## src/rtl/adc_link_sequencer_if.sv

```systemverilog
// adc_link_sequencer_if: capture request/stream bundle (trig, cap_len, cap_ready in; cap_valid, cap_last out of the sequencer)
interface adc_link_sequencer_if;
  logic        trig;
  logic [15:0] cap_len;
  logic        cap_ready;
  logic        cap_valid;
  logic        cap_last;
  modport master(output trig, cap_len, cap_ready, input cap_valid, cap_last);
  modport slave(input trig, cap_len, cap_ready, output cap_valid, cap_last);
endinterface

```

## src/rtl/adc_link_sequencer.sv

```systemverilog
// adc_link_sequencer: ADC bring-up (reset/align/retry/fail) and capture sequencer on CLKDIV with sync active-low rst_n; ports start, aligned, cap (if), adc_rst, adc_en, link_up, fail, overrun, state_o; ADC_LINK_SEQUENCER_REALIGN_EN enables relock on lost alignment
module adc_link_sequencer #(
  parameter int RST_HOLD      = 16,
  parameter int ALIGN_TIMEOUT = 1024,
  parameter int ALIGN_STABLE  = 8,
  parameter int MAX_RETRIES   = 3
) (
  input  logic                    CLKDIV,
  input  logic                    rst_n,
  input  logic                    start,
  input  logic                    aligned,
  adc_link_sequencer_if.slave     cap,
  output logic                    adc_rst,
  output logic                    adc_en,
  output logic                    link_up,
  output logic                    fail,
  output logic                    overrun,
  output logic [2:0]              state_o
);
  localparam int RW = $clog2(RST_HOLD + 1);
  localparam int TW = $clog2(ALIGN_TIMEOUT + 1);
  localparam int SW = $clog2(ALIGN_STABLE + 1);
  localparam int NW = $clog2(MAX_RETRIES + 1);
  typedef enum logic [2:0] {IDLE = 3'd0, RESET = 3'd1, ALIGN = 3'd2, READY = 3'd3, CAPTURE = 3'd4, FAIL = 3'd5} state_t;
  state_t state_q, state_d;
  logic [RW-1:0] rst_cnt_q, rst_cnt_d;
  logic [TW-1:0] to_cnt_q, to_cnt_d;
  logic [SW-1:0] stab_q, stab_d;
  logic [NW-1:0] retry_q, retry_d;
  logic [15:0] len_q, len_d, smp_q, smp_d;
  logic valid_q, valid_d, last_q, last_d, ovr_q, ovr_d;
  logic adc_rst_q, adc_rst_d, adc_en_q, adc_en_d, link_q, link_d, fail_q, fail_d;
  always_comb begin
    state_d   = state_q;
    rst_cnt_d = rst_cnt_q;
    to_cnt_d  = to_cnt_q;
    stab_d    = stab_q;
    retry_d   = retry_q;
    len_d     = len_q;
    smp_d     = smp_q;
    valid_d   = 1'b0;
    last_d    = 1'b0;
    ovr_d     = ovr_q;
    case (state_q)
      IDLE, FAIL: if (start) begin
        state_d   = RESET;
        rst_cnt_d = '0;
        retry_d   = '0;
        ovr_d     = 1'b0;
      end
      RESET: if (rst_cnt_q == RW'(RST_HOLD - 1)) begin
        state_d  = ALIGN;
        to_cnt_d = '0;
        stab_d   = '0;
      end else rst_cnt_d = rst_cnt_q + RW'(1);
      ALIGN: begin
        to_cnt_d = to_cnt_q + TW'(1);
        stab_d   = aligned ? stab_q + SW'(1) : '0;
        if (aligned && stab_q == SW'(ALIGN_STABLE - 1)) state_d = READY;
        else if (to_cnt_q == TW'(ALIGN_TIMEOUT - 1)) begin
          retry_d   = retry_q + NW'(1);
          rst_cnt_d = '0;
          state_d   = (retry_q + NW'(1) < NW'(MAX_RETRIES)) ? RESET : FAIL;
        end
      end
      READY: if (cap.trig && cap.cap_len != 16'd0) begin
        state_d = CAPTURE;
        len_d   = cap.cap_len;
        smp_d   = 16'd1;
        valid_d = 1'b1;
        last_d  = cap.cap_len == 16'd1;
      end
      CAPTURE: if (!cap.cap_ready) begin
        ovr_d   = 1'b1;
        state_d = READY;
      end else if (smp_q == len_q) state_d = READY;
      else begin
        smp_d   = smp_q + 16'd1;
        valid_d = 1'b1;
        last_d  = smp_q + 16'd1 == len_q;
      end
      default: state_d = IDLE;
    endcase
`ifdef ADC_LINK_SEQUENCER_REALIGN_EN
    if ((state_q == READY || state_q == CAPTURE) && !aligned) begin
      state_d   = RESET;
      rst_cnt_d = '0;
      valid_d   = 1'b0;
      last_d    = 1'b0;
    end
`endif
    adc_rst_d = state_d == IDLE || state_d == RESET || state_d == FAIL;
    adc_en_d  = state_d == ALIGN || state_d == READY || state_d == CAPTURE;
    link_d    = state_d == READY || state_d == CAPTURE;
    fail_d    = state_d == FAIL;
  end
  always_ff @(posedge CLKDIV) begin
    if (!rst_n) begin
      state_q   <= IDLE;
      rst_cnt_q <= '0;
      to_cnt_q  <= '0;
      stab_q    <= '0;
      retry_q   <= '0;
      len_q     <= '0;
      smp_q     <= '0;
      valid_q   <= 1'b0;
      last_q    <= 1'b0;
      ovr_q     <= 1'b0;
      adc_rst_q <= 1'b1;
      adc_en_q  <= 1'b0;
      link_q    <= 1'b0;
      fail_q    <= 1'b0;
    end else begin
      state_q   <= state_d;
      rst_cnt_q <= rst_cnt_d;
      to_cnt_q  <= to_cnt_d;
      stab_q    <= stab_d;
      retry_q   <= retry_d;
      len_q     <= len_d;
      smp_q     <= smp_d;
      valid_q   <= valid_d;
      last_q    <= last_d;
      ovr_q     <= ovr_d;
      adc_rst_q <= adc_rst_d;
      adc_en_q  <= adc_en_d;
      link_q    <= link_d;
      fail_q    <= fail_d;
    end
  end
  assign cap.cap_valid = valid_q;
  assign cap.cap_last  = last_q;
  assign adc_rst       = adc_rst_q;
  assign adc_en        = adc_en_q;
  assign link_up       = link_q;
  assign fail          = fail_q;
  assign overrun       = ovr_q;
  assign state_o       = state_q;
endmodule
```

## src/flat_wrapper.sv

```systemverilog
// flat-port wrapper written by rule: the top's interface ports become plain ports
module adc_link_sequencer_flat 
#(
  parameter int RST_HOLD      = 16,
  parameter int ALIGN_TIMEOUT = 1024,
  parameter int ALIGN_STABLE  = 8,
  parameter int MAX_RETRIES   = 3
)
  (CLKDIV, rst_n, start, aligned, adc_rst, adc_en, link_up, fail, overrun, state_o, cap_trig, cap_cap_len, cap_cap_ready, cap_cap_valid, cap_cap_last);
  adc_link_sequencer_if cap_i ();
  input  logic CLKDIV;
  input  logic rst_n;
  input  logic start;
  input  logic aligned;
  output logic adc_rst;
  output logic adc_en;
  output logic link_up;
  output logic fail;
  output logic overrun;
  output logic [2:0] state_o;
  input wire logic [$bits(cap_i.trig)-1:0] cap_trig;
  input wire logic [$bits(cap_i.cap_len)-1:0] cap_cap_len;
  input wire logic [$bits(cap_i.cap_ready)-1:0] cap_cap_ready;
  output wire logic [$bits(cap_i.cap_valid)-1:0] cap_cap_valid;
  output wire logic [$bits(cap_i.cap_last)-1:0] cap_cap_last;
  assign cap_i.trig = cap_trig;
  assign cap_i.cap_len = cap_cap_len;
  assign cap_i.cap_ready = cap_cap_ready;
  assign cap_cap_valid = cap_i.cap_valid;
  assign cap_cap_last = cap_i.cap_last;
  adc_link_sequencer #(.RST_HOLD(RST_HOLD), .ALIGN_TIMEOUT(ALIGN_TIMEOUT), .ALIGN_STABLE(ALIGN_STABLE), .MAX_RETRIES(MAX_RETRIES)) u_core (.CLKDIV(CLKDIV), .rst_n(rst_n), .start(start), .aligned(aligned), .cap(cap_i), .adc_rst(adc_rst), .adc_en(adc_en), .link_up(link_up), .fail(fail), .overrun(overrun), .state_o(state_o));
endmodule
```

## config.mk

```make
export PLATFORM = sky130hd
export DESIGN_NAME = adc_link_sequencer_flat
export DESIGN_NICKNAME = d
export VERILOG_FILES = /design/src/rtl/adc_link_sequencer_if.sv /design/src/rtl/adc_link_sequencer.sv /design/src/flat_wrapper.sv
export SDC_FILE = /design/constraint.sdc
export NUM_CORES = 1
export LEC_CHECK = 0
export CORE_MARGIN = 1
export CORE_UTILIZATION = 62
export DETAILED_ROUTE_END_ITERATION = 10
export PLACE_DENSITY = 0.95
export SYNTH_ARGS = -nofsm -noshare
export SYNTH_HDL_FRONTEND = slang
export SYNTH_SLANG_ARGS = --single-unit
```

## constraint.sdc

```tcl
create_clock -name CLKDIV -period 3.8 [get_ports CLKDIV]
set_clock_uncertainty 0.05 [all_clocks]
set_input_delay 0.57 -clock CLKDIV [delete_from_list [all_inputs] [get_ports CLKDIV]]
set_output_delay 0.57 -clock CLKDIV [all_outputs]
set_load 0.01 [all_outputs]
```

== Word level (Yosys, flattened, before mapping) ==
Index checks and enable logic that the tools add are counted.

* Bits in registers: 64
* Input port bits: 22
* Output and inout port bits: 10
* Word-level logic and storage cells: 105

* Add/sub/neg operators: 5
* $lt $le $gt $ge: 1
* Eq/ne operators: 25
* Multiplexer cells: 38
* Reduce and logical (&&, ||, !) cells: 22

{| class="wikitable"
|+ Operator list
! cell !! count
|-
| 16-bit 2-to-1 mux || 3
|-
| 16-bit == test || 2
|-
| 16-bit case mux with 2 select lines || 1
|-
| 3-bit 2-to-1 mux || 8
|-
| 11-bit case mux with 2 select lines || 1
|-
| 5-bit 2-to-1 mux || 4
|-
| 16-bit by 1-bit adder with 16-bit output, second input constant || 1
|-
| 16-bit by 1-bit == test with 1-bit output, second input constant || 1
|-
| 16-bit nonzero test || 1
|-
| 3-bit case mux with 5 select lines || 1
|-
| 5-bit case mux with 3 select lines || 1
|-
| 3-bit by 2-bit == test with 1-bit output, second input constant || 4
|-
| 3-bit == test, second input constant || 4
|-
| 2-bit inequality test, second input constant || 6
|-
| 11-bit by 1-bit adder with 11-bit output, second input constant || 1
|-
| 11-bit by 10-bit == test with 1-bit output, second input constant || 1
|-
| 11-bit 2-to-1 mux || 1
|-
| 1-bit 2-to-1 mux || 8
|-
| 4-bit 2-to-1 mux || 2
|-
| 4-bit case mux with 2 select lines || 1
|-
| 4-bit AND reduction || 2
|-
| 2-bit nonzero test || 4
|-
| 3-bit by 1-bit == test with 1-bit output, second input constant || 2
|-
| 3-bit logical NOT || 2
|-
| other kinds (17) || 29
|}

== Logic depth before layout (Yosys ltp) ==
* Depth after elaboration: 9
* Gate-level depth with buffers: 9

== Least setup slack after synthesis ==
Ideal clock, no wire load.

* Path type: in2reg
* Start point: input cap_cap_len[7]
* End point: register u_core.len_q[14]
* Arrival time: 1.958 ns
* Data required time: 3.622 ns
* Path slack: 1.665 ns
* Stages: 6
* Path buffers: 1
* Cell sequence: nor4_1 nand4_1 o21ai_2 buf_2 mux2i_1 nor2_1

* Word-level cells in the longest chain between the ends: 3

{| class="wikitable"
|+ Ends and longest elaborated chain
! item !! RTL line !! source
|-
| from (decl) || flat_wrapper.sv:22 || <nowiki>input wire logic [$bits(cap_i.cap_len)-1:0] cap_cap_len;</nowiki>
|-
| 16-bit nonzero test || adc_link_sequencer.sv:66 || <nowiki>READY: if (cap.trig && cap.cap_len != 16'd0) begin</nowiki>
|-
| 1-bit logical AND || adc_link_sequencer.sv:66 ||
|-
| 2-bit AND reduction (no source line) || n/a ||
|-
| to (signal assigned) || adc_link_sequencer.sv:119 || <nowiki>len_q <= len_d;</nowiki>
|-
| to (decl) || adc_link_sequencer.sv:30 || <nowiki>logic [15:0] len_q, len_d, smp_q, smp_d;</nowiki>
|}

No other way between the ends.
A chain may end at the register's enable or synchronous reset.

== Worst setup path in the final report ==
* Start point: register u_core.state_q[2], in the netlist u_core.state_o[2]
* End point: register u_core.smp_q[14]

* Word-level cells in the longest chain between the ends: 3

{| class="wikitable"
|+ Ends and longest elaborated chain
! item !! RTL line !! source
|-
| from (decl) || adc_link_sequencer.sv:25 || <nowiki>state_t state_q, state_d;</nowiki>
|-
| from (signal assigned) || adc_link_sequencer.sv:114 || <nowiki>state_q <= state_d;</nowiki>
|-
| 3-bit == test / 3-bit by 2-bit == test with 1-bit output (equally long branches) || adc_link_sequencer.sv:44 || <nowiki>case (state_q)</nowiki>
|-
| 2-bit inequality test (no source line) (tied with other cells) || n/a ||
|-
| 4-bit AND reduction (no source line) || n/a ||
|-
| to (signal assigned) || adc_link_sequencer.sv:120 || <nowiki>smp_q <= smp_d;</nowiki>
|-
| to (decl) || adc_link_sequencer.sv:30 ||
|}

Several ways; a longest one is shown, not always the timed one.

==> results.md <==
CTS:
- The clock slew seen by the registers of the worst setup and hold paths is 0.07 ns.
- TritonCTS created 9 clock buffers.
- TritonCTS built the clock tree.
- The worst-case clock buffer depth is 2.
- Clock latency on the worst-skew pair, taken at its later pin, is 0.35 ns.
- The total of cells resized after clock tree synthesis is 0.
- The clock net sink count is 64.
- The CTS H-tree depth is 3.
- The number of hold buffers added after CTS was 0.
- Post-CTS timing repair inserted 0 buffers for setup.
- The cell sitting at the root of the clock tree is a clkbuf_8.

Die:
- The floorplan die height is 78.25 µm.
- The top-level I/O count is 32.
- Once the floorplan was initialized, standard cells occupied 65.06% of the core.
- The area enclosed by the die boundary is 6123 µm².
- The row count is 27.
- The core region is 5540 µm².
- The die is 78.25 µm wide.

Finish:
- The number of antenna diodes in the final layout is 0.
- The share of final-layout standard cells stronger than drive strength 1 is 9.172%.
- From synthesis to final layout, the design area changed by 14.02%.
- The number of filler cells placed in the layout is 387.
- For this run, the post-layout net count is 471.
- The leading cell type in the layout, fill and taps excluded is dfxtp_1.
- The library cells used most frequently in the layout, excluding fill and tap cells, are dfxtp_1 (64), nor2_1 (49), a21oi_1 (31), clkdlybuf4s50_1 (31), nand2_1 (25).
- The number of standard cells in the layout, taps in and fillers out is 519.

Critical path:
- The kind of launch point of the worst setup path is a flip-flop.
- The kind of critical path is flip-flop to flip-flop.
- STA puts the critical path data required time at 3.97 ns.
- In this run the worst path has a maximum fanout of 19.
- The kind of end point of the critical path is a flip-flop.
- Data on the critical path arrives at its endpoint at 3.08 ns.

Global route:
- The layer with the highest usage after global routing is met2.
- Across every metal layer, demand over resource in global routing totals 29.93%.
- The first global-routing pass estimated 14,520 µm of wire.
- The met1 routing resource usage after global routing is 34.38%.
- The via count of the first global-routing pass is 3,126.
- The met3 global-route usage is 7.907%.
- Entering global routing, the biggest net connects 32 pins.
- The met2 layer usage reported by global route is 52.02%.
- The overall overflow remaining after global route is 0.
- The number of antenna violations at the first check in global routing is 0.

Logic synthesis:
- The count of state elements after synthesis is 64.
- After synthesis, the largest area contributor takes up 35.54% of total cell area.
- The number of enable flip-flop cells after synthesis is 0.
- Summing every instance area after synthesis gives 3605 µm².
- The fraction of registers with async set or reset after synthesis is 0%.
- The Yosys step of the flow raised 0 warnings.
- In the post-synthesis netlist, the biggest area contributors are dfxtp_1 (36%), nor2_1 (5.1%), a21oi_1 (4.3%).
- In the synthesized netlist, the number of instances is 419.
- The number of nets handed over by synthesis was 447.
- Of all cell types, the one taking the most synthesized area is dfxtp_1.
- Dividing the synthesized area by the synthesized cell count gives 8.603 µm².
- The dominant synthesized flop cell is dfxtp_1.
- The number of unique standard cell types used by synthesis is 67.
- After synthesis, flip-flops and latches occupy 35.54% of the total area.

Power and ir drop:
- The power share of the clock group is 44.7%.
- The worst supply voltage drop on vdd is 0.3546 mV.
- Dividing total power by cell area gives a power density of 327.9 nW/µm².
- The internal power of the cells totals 1.058 mW.
- The combinational group share of total power is 4.9%.
- The switching portion of total power is 21.50%.
- For this design the static power due to leakage is 1.527 nW.
- Sequential cells account for 50.4% of the total power.
- The analysis attributes to net switching a power of 0.2897 mW.

Detailed routing:
- The average via count per standard cell is 6.247.
- The detailed router placed 3,242 vias in this run.
- The first-iteration detailed-routing DRC count is 280.
- The first TritonRoute pass finished after 4 iterations.
- In the routed design, unresolved DRC markers number 0.
- After detailed routing, the average wire length per cell comes to 16.26 µm.
- The count of nets left with antenna violations once routing finished came out at 0.
- The routed design has 8440 µm of wire.

Timing:
- In the final timing run, aggregate negative setup slack is 0 ns.
- The final count of hold timing violations is 0.
- The number of pins with negative max-slew slack in the final report is 0.
- The total setup violations reported at the end of the flow is 0.
- The maximum clock frequency is 0.3438 GHz.
- The relative slew slack is 38.67%.
- The part of the cycle the worst path needs is 76.54%.
- Setup repair after global routing left no endpoint under its margin.
- Across all hold checks on the routed design, the worst slack comes to 0.4194 ns.
- Subtracting the final worst setup slack from the clock period gives 2.909 ns.
- The transition time at the pin with the least slew margin is 0.9103 ns.

Placed design:
- The count of buffers added on input and output ports is 31.
- The placed instance count is 504.
- The wire-length estimate of the detail-placed layout is 6123 µm.
- The placer congestion estimate is 0.9603.

Run status:
- The flow ran to the end, and the final reports show no timing, DRC or antenna violations.

Job:
- The tool flagged a number of max-cap violations equal to 0.

Hold path:
- The class of the tightest hold or removal check is flip-flop to flip-flop.
synth_stat cells, types with 8 or more instances:
master    instances
a21oi_1          31
buf_2             8
clkbuf_1          8
dfxtp_1          64
inv_1             8
mux2i_1          14
nand2_1          25
nand3_1          17
nand4_1           8
nor2_1           49
nor3_1           12
nor4_1            8
o21ai_0          15
xnor2_1          15
xor2_1           17
final cells by class:
class	instances	area [µm²]	area share (%)
Timing Repair Buffer	35	340.3	8.280
Inverter	9	33.78	0.8219
Clock buffer	12	165.2	4.018
Tap cell	72	90.09	2.192
Sequential cell	64	1281	31.17
Clock inverter	3	40.04	0.9741
Multi-Input combinational cell	324	2160	52.54
cells by family (layout without fill, tap and decap cells):
| group | after synthesis | in the layout | share of synthesized area (%) |
|---|---|---|---|
| AND/OR/NAND/NOR | 183 | 183 | 29.99 |
| AO/OA/AOI/OAI | 89 | 89 | 16.18 |
| flip-flops | 64 | 64 | 35.54 |
| XOR/XNOR | 32 | 32 | 7.775 |
| buffers and inverters | 31 | 59 | 4.547 |
| multiplexers | 14 | 14 | 3.887 |
| adder cells (fa/ha/maj) | 6 | 6 | 2.083 |
power groups by stage:
| stage | Clock (mW) | Sequential, mW | Combinational [mW] |
|---|---|---|---|
| 6_report | 0.602 | 0.679 | 0.0658 |
| 5_1_grt | 0.639 | 0.680 | 0.0721 |
| 4_1_cts | 0.605 | 0.680 | 0.0657 |
| 3_5_place_dp | 0 | 0.695 | 0.0651 |
| 3_3_place_gp | 0 | 0.695 | 0.0636 |
| 2_1_floorplan | 0 | 0.692 | 0.0331 |
per-stage QoR:
| stage | util [%] | total power [mW] | setup WS (ns) | instance area (µm²) |
|---|---|---|---|---|
| 2_1_floorplan | - | 0.7252 | 1.665 | 3605 |
| 3_3_place_gp | 70.48 | 0.7583 | 0.8320 | 3905 |
| 3_5_place_dp | 70.48 | 0.7598 | 0.7983 | 3905 |
| 4_1_cts | 74.19 | 1.350 | 0.9601 | 4110 |
| 5_1_grt | 74.19 | 1.391 | 0.6426 | 4110 |
| 6_report | 74.19 | 1.348 | 0.8913 | 4110 |
final timing paths:
kind | endpoint | depth (start not counted) | slack, ns | start
max | u_core.smp_q[14]$_SDFFE_PN0P_ | 7 | 0.89 | u_core.state_o[2]$_SDFF_PN0_
max reg2reg | u_core.smp_q[14]$_SDFFE_PN0P_ | 7 | 0.89 | u_core.state_o[2]$_SDFF_PN0_
min | u_core.len_q[0]$_SDFFE_PN0P_ | 2 | 0.42 | u_core.len_q[0]$_SDFFE_PN0P_
min reg2reg | u_core.len_q[0]$_SDFFE_PN0P_ | 2 | 0.42 | u_core.len_q[0]$_SDFFE_PN0P_
state kept, by name, indices dropped and copies added, names as in the netlist, 2 cells and up:
register	count
u_core.len_q	16
u_core.retry_q	2
u_core.rst_cnt_q	5
u_core.smp_q	16
u_core.stab_q	4
u_core.state_o	3
u_core.to_cnt_q	11
per-layer routing:
metal	share of wire, %	up-vias	routed length (µm)
met5	0	-	0
met4	3.2	0	269
met3	4.8	28	405
met2	50	98	4218
met1	42	1535	3547
li1	-	1581	-
critical path, cell delays in order (launching register included):
cell and delay (ns):
dfxtp_1 0.56, or3b_1 0.68, nor4_4 0.37, nand3_2 0.14, o21ai_2 0.45, buf_4 0.30, or4_1 0.16, a21oi_1 0.07
Power figures use the tool's default switching activity.
